[src/rtl/serial_gp_adder_pkg.sv]
// Shared constants for the bit-serial generate/propagate adder.
// State encoding and the default operand width.
package serial_gp_adder_pkg;

  localparam int DEF_WIDTH = 8;

  typedef enum logic [1:0] {
    ST_IDLE = 2'd0,
    ST_RUN  = 2'd1,
    ST_DONE = 2'd2
  } state_t;

endpackage

[src/rtl/serial_gp_adder_gp.sv]
// Single generate/propagate cell: g = a & b, p = a ^ b.
// Purely combinational; the carry and sum terms are built around it by the caller.
module gp_cell (
  input  logic ai,
  input  logic bi,
  output logic gi,
  output logic pi
);

  assign gi = ai & bi;
  assign pi = ai ^ bi;

endmodule

[src/rtl/serial_gp_adder.sv]
// Bit-serial adder: one operand bit pair per clock, LSB first, through a G/P cell.
// start/busy/done handshake; {cout,sum} = a + b + cin, ovf is two's-complement overflow.
module serial_gp_adder
  import serial_gp_adder_pkg::*;
#(
  parameter int WIDTH = DEF_WIDTH
) (
  input  logic             clk,
  input  logic             rst,
  input  logic             start,
  input  logic [WIDTH-1:0] a,
  input  logic [WIDTH-1:0] b,
  input  logic             cin,
  output logic             busy,
  output logic             done,
  output logic [WIDTH-1:0] sum,
  output logic             cout,
  output logic             ovf,
  output state_t           dbg_state
);

  // Handshake: start is sampled only while idle (busy low); once accepted,
  // done pulses high for exactly one cycle and sum/cout/ovf are valid from
  // that cycle until the next accepted start.

  localparam int CNT_W = $clog2(WIDTH) + 1;
  localparam logic [CNT_W-1:0] LAST = CNT_W'(WIDTH - 1);

  state_t           r_state;
  logic [WIDTH-1:0] r_a;
  logic [WIDTH-1:0] r_b;
  logic [WIDTH-1:0] r_sum;
  logic             r_carry;
  logic             r_cout;
  logic             r_ovf;
  logic [CNT_W-1:0] r_cnt;

  logic w_g;
  logic w_p;
  logic w_s;
  logic w_c;

  gp_cell u_gp (
    .ai (r_a[0]),
    .bi (r_b[0]),
    .gi (w_g),
    .pi (w_p)
  );

  assign w_s = w_p ^ r_carry;
  assign w_c = w_g | (w_p & r_carry);

  always_ff @(posedge clk or posedge rst) begin
    if (rst) begin
      r_state <= ST_IDLE;
      r_a     <= '0;
      r_b     <= '0;
      r_sum   <= '0;
      r_carry <= 1'b0;
      r_cout  <= 1'b0;
      r_ovf   <= 1'b0;
      r_cnt   <= '0;
    end else begin
      case (r_state)
        ST_IDLE: begin
          if (start) begin
            r_a     <= a;
            r_b     <= b;
            r_carry <= cin;
            r_cnt   <= '0;
            r_state <= ST_RUN;
          end
        end
        ST_RUN: begin
          // Sum bits enter at the MSB so the first bit ends up at bit 0.
          r_sum   <= {w_s, r_sum[WIDTH-1:1]};
          r_a     <= r_a >> 1;
          r_b     <= r_b >> 1;
          r_carry <= w_c;
          if (r_cnt == LAST) begin
            r_cout  <= w_c;
            r_ovf   <= r_carry ^ w_c;
            r_state <= ST_DONE;
          end else begin
            r_cnt <= r_cnt + CNT_W'(1);
          end
        end
        ST_DONE: r_state <= ST_IDLE;
        default: r_state <= ST_IDLE;
      endcase
    end
  end

  assign busy      = (r_state != ST_IDLE);
  assign done      = (r_state == ST_DONE);
  assign sum       = r_sum;
  assign cout      = r_cout;
  assign ovf       = r_ovf;
  assign dbg_state = r_state;

endmodule

[config.mk]
export PLATFORM = sky130hd
export DESIGN_NAME = serial_gp_adder
export DESIGN_NICKNAME = d
export VERILOG_FILES = /design/src/rtl/serial_gp_adder_pkg.sv /design/src/rtl/serial_gp_adder_gp.sv /design/src/rtl/serial_gp_adder.sv
export SDC_FILE = /design/constraint.sdc
export NUM_CORES = 1
export LEC_CHECK = 0
export ABC_AREA = 1
export BUFFER_PORTS_ARGS = -buffer_cell sky130_fd_sc_hd__buf_4
export CAP_MARGIN = 10
export CELL_PAD_IN_SITES_DETAIL_PLACEMENT = 1
export CELL_PAD_IN_SITES_GLOBAL_PLACEMENT = 1
export CORE_UTILIZATION = 40
export CTS_BUF_LIST = sky130_fd_sc_hd__clkbuf_2 sky130_fd_sc_hd__clkbuf_4 sky130_fd_sc_hd__clkbuf_8
export DETAILED_ROUTE_END_ITERATION = 6
export PLACE_DENSITY_LB_ADDON = 0.2
export SYNTH_ARGS = -nofsm -noshare
export SYNTH_HDL_FRONTEND = slang
export SYNTH_SLANG_ARGS = --single-unit
export TNS_END_PERCENT = 30
[constraint.sdc]
create_clock -name clk -period 1.45 [get_ports clk]
set_clock_uncertainty 0.1 [all_clocks]
set_input_delay 0.2175 -clock clk [delete_from_list [all_inputs] [get_ports clk]]
set_output_delay 0.2175 -clock clk [all_outputs]
set_load 0.02 [all_outputs]
==> run_results.csv <==
group,metric,value,unit
detailed_routing,vias,1440,
detailed_routing,totalWireLength,3883,µm
run_status,outcome,"finished clean",
timing,rsz0062_at_grt,"false",
setup_path,r2r_slack,0.04,ns
setup_path,crit_chain,"nor2_1, inv_1, buf_4",
floorplanning,fp.coreArea,3744,µm²
setup_path,max_stage_delay,0.45,ns
cells_and_area,area.growth.synth_to_final,29.01,%
setup_path,timing.rr.start,"r_carry",
cts,root_buffer,"clkbuf_8",
detailed_routing,firstDrtPassIters,4,
floorplanning,ioPinCount,34,
setup_path,r2r_cells,3,
setup_path,crit_path_end,"busy",
floorplanning,die_area,4258,µm²
setup_path,cp-end-kind,"output pin",
grt,track_usage,21.34,%
timing,fmax,703.2,MHz
cts,cts_tree,"yes",
job,cap_violations,0,
detailed_routing,drt_iter0_drc,76,
setup_path,crit_fanout,4,
worst_hold_path,hp-class,"input port to flip-flop",
setup_path,critPathSlowestCell,"dfrtp_2",
grt,grt_pass1_wl,6796,µm
timing,hold_viol,0,
setup_path,crit_family,"flip-flops",
cells_and_area,fin_nets,269,
yosys,ys_types,16,
timing,fin_crit,1.422,ns
placement,portBuffers,33,
detailed_routing,ant_nets,0,
cells_and_area,fin_area,2064,µm²
setup_path,cp_num_buf_inv,2,
detailed_routing,wire_per_inst,13.12,µm
yosys,yosysWarnings,0,
grt,grt-ovfl-total,0,
grt,grt_start_max_net_pins,34,
power_and_ir_drop,p_total,0.004638,W
yosys,ys_dominant_reg_cell,"dfrtp_1",
cts,clock_latency,0.29,ns
power_and_ir_drop,power.density,2247,nW/µm²
setup_path,cp-startpoint,"dbg_state[1]",
cts,clk_pin_slew,0.06,ns
yosys,synthCells,207,
yosys,synth_edf_count,0,
timing,relSlewSlack,71.73,%
cells_and_area,final_util,55.15,%
floorplanning,die_w,65.25,µm
yosys,synth.yosys.seq_area_share,51.60,%
placement,dp_hpwl,2660,µm
floorplanning,die_y,65.25,µm
yosys,yosys_register_bits,33,
floorplanning,num_rows,22,
setup_path,r2r-end,"ovf",
timing,slew_viol_final,0,
cts,cts_buffers,5,
cts,clockBufferDepth,2,
setup_path,crit_arrival,1.10,ns
yosys,synth.largest_area_cell,"dfrtp_1",
placement,placed_area,1953,µm²
power_and_ir_drop,leakage,1.166,nW
setup_path,crit_cells,3,
timing,tightest_slew,0.4241,ns
cells_and_area,drive_gt1_share,23.79,%
timing,period_share,98.07,%
detailed_routing,drc_errors,0,
grt,first_global_vias,1533,
yosys,synth_top_area_share,51.60,%
setup_path,criticalPathCategory,"flip-flop to output pin",
yosys,synth_area_leaders,"dfrtp_1, nand2_1, nand3_1, inv_1, buf_2",
yosys,netlist_top_cells_count,"nand2_1, nand3_1, dfrtp_1",
cells_and_area,n_antenna_cell,0,
timing,finalSetupTns,0,ns
detailed_routing,viasPerCell,4.865,
floorplanning,start_util,42.75,%
setup_path,start_kind,"flip-flop",
yosys,ys_async_sr_fraction,100.0,%
placement,place_congestion,0.6794,
cts,cts-htree-levels,2,
yosys,yosys.cell_count.top_type,"nand2_1",
yosys,synth_fp_nets,229,
timing,setup_viol,0,
cts,cts_sinks,33,
setup_path,critPathRequiredTime,1.13,ns
yosys,syn-cell-area,1600,µm²
yosys,synth.avg_cell_area,7.731,µm²
power_and_ir_drop,irDropWorstVdd,0.8936,mV
grt,antenna_found_initial,0,
timing,whs,0.04370,ns
==> tightest hold or removal path: cells and delay by family <==
family	cells	cell delay, ns
buffers and inverters	1	0.09
AND/OR/NAND/NOR	2	0.09
==> registers in the layout, indices dropped and copies added, names as in the netlist <==
signal     count
r_a            8
ovf            1
r_b            8
dbg_state      2
r_cnt          4
cout           1
r_carry        1
sum            8
==> logic make-up after synthesis <==
group	synth area share, %
AOI/OAI and AO/OA	1.563
xor gates and xnor gates	0.5474
adders and majority gates	2.033
buffers and inverters	9.852
DFF	51.60
and+or+nand+nor	34.40
==> layer usage <==
metal / vias to the layer above / track usage (%) / wire length [µm]
li1: 717 / - / -
met1: 693 / 23.73 / 1675
met2: 24 / 38.79 / 2031
met3: 6 / 3.646 / 103
met4: 0 / 10.60 / 73
met5: - / 0 / 0
==> cells in the final DEF (no fill, tap or decap) <==
cell type	instances
nand2_1	77
nand3_1	37
buf_4	36
dfrtp_1	31
inv_1	30
o21ai_0	5
clkbuf_8	5
nand2_2	4
nand4_1	4
nor2_1	3
buf_12	3
inv_2	2
clkinv_2	2
dfrtp_2	2
nor2_4	1
xnor2_2	1
or2_2	1
fa_2	1
ha_1	1
clkbuf_4	1
dlygate4sd3_1	1
==> metrics by stage <==
step	cells	setup WS, ns
2_1_floorplan	207	0.1189
3_3_place_gp	287	0.09371
3_5_place_dp	287	-0.0009126
4_1_cts	296	0.001173
5_1_grt	296	0.003660
6_report	296	0.02797
==> area by class of cell <==
| class | instances | area (µm²) |
|---|---|---|
| Fill cell | 489 | 1679 |
| Sequential cell | 33 | 828.3 |
| Multi-Input combinational cell | 135 | 629.4 |
| Timing Repair Buffer | 40 | 340.3 |
| Inverter | 32 | 120.1 |
| Clock buffer | 6 | 76.32 |
| Tap cell | 48 | 60.06 |
| Clock inverter | 2 | 10.01 |
==> timing repair <==
| item | 4_1_cts | 5_1_grt |
|---|---|---|
| resized for setup | 2 | 3 |
| pin swaps | 0 | 0 |
| endpoints found under the hold margin | 33 | 0 |
| hold buffers | 1 | 0 |
| setup endpoints to repair | 2 | 5 |
| buffers inserted | 0 | 0 |
==> power by group <==
| part | internal [W] | total [W] | switching [W] |
|---|---|---|---|
| clock network | 0.000351 | 0.000686 | 0.000335 |
| registers | 0.00136 | 0.00170 | 0.000338 |
| logic | 0.000954 | 0.00225 | 0.00130 |
==> worst min-delay path by stage <==
stage / start / slack [ns] / depth (start not counted) / to
after floorplan: b[0] / 0.24 / 2 / r_b[0]
after global placement: rst / 0.25 / 3 / sum[6]
after detailed placement: rst / 0.25 / 3 / sum[5]
after CTS: a[7] / 0.04 / 3 / r_a[7]
after global routing: a[7] / 0.06 / 3 / r_a[7]
final: b[0] / 0.04 / 3 / r_b[0]
No activity file was read; power rests on OpenSTA's default activity.
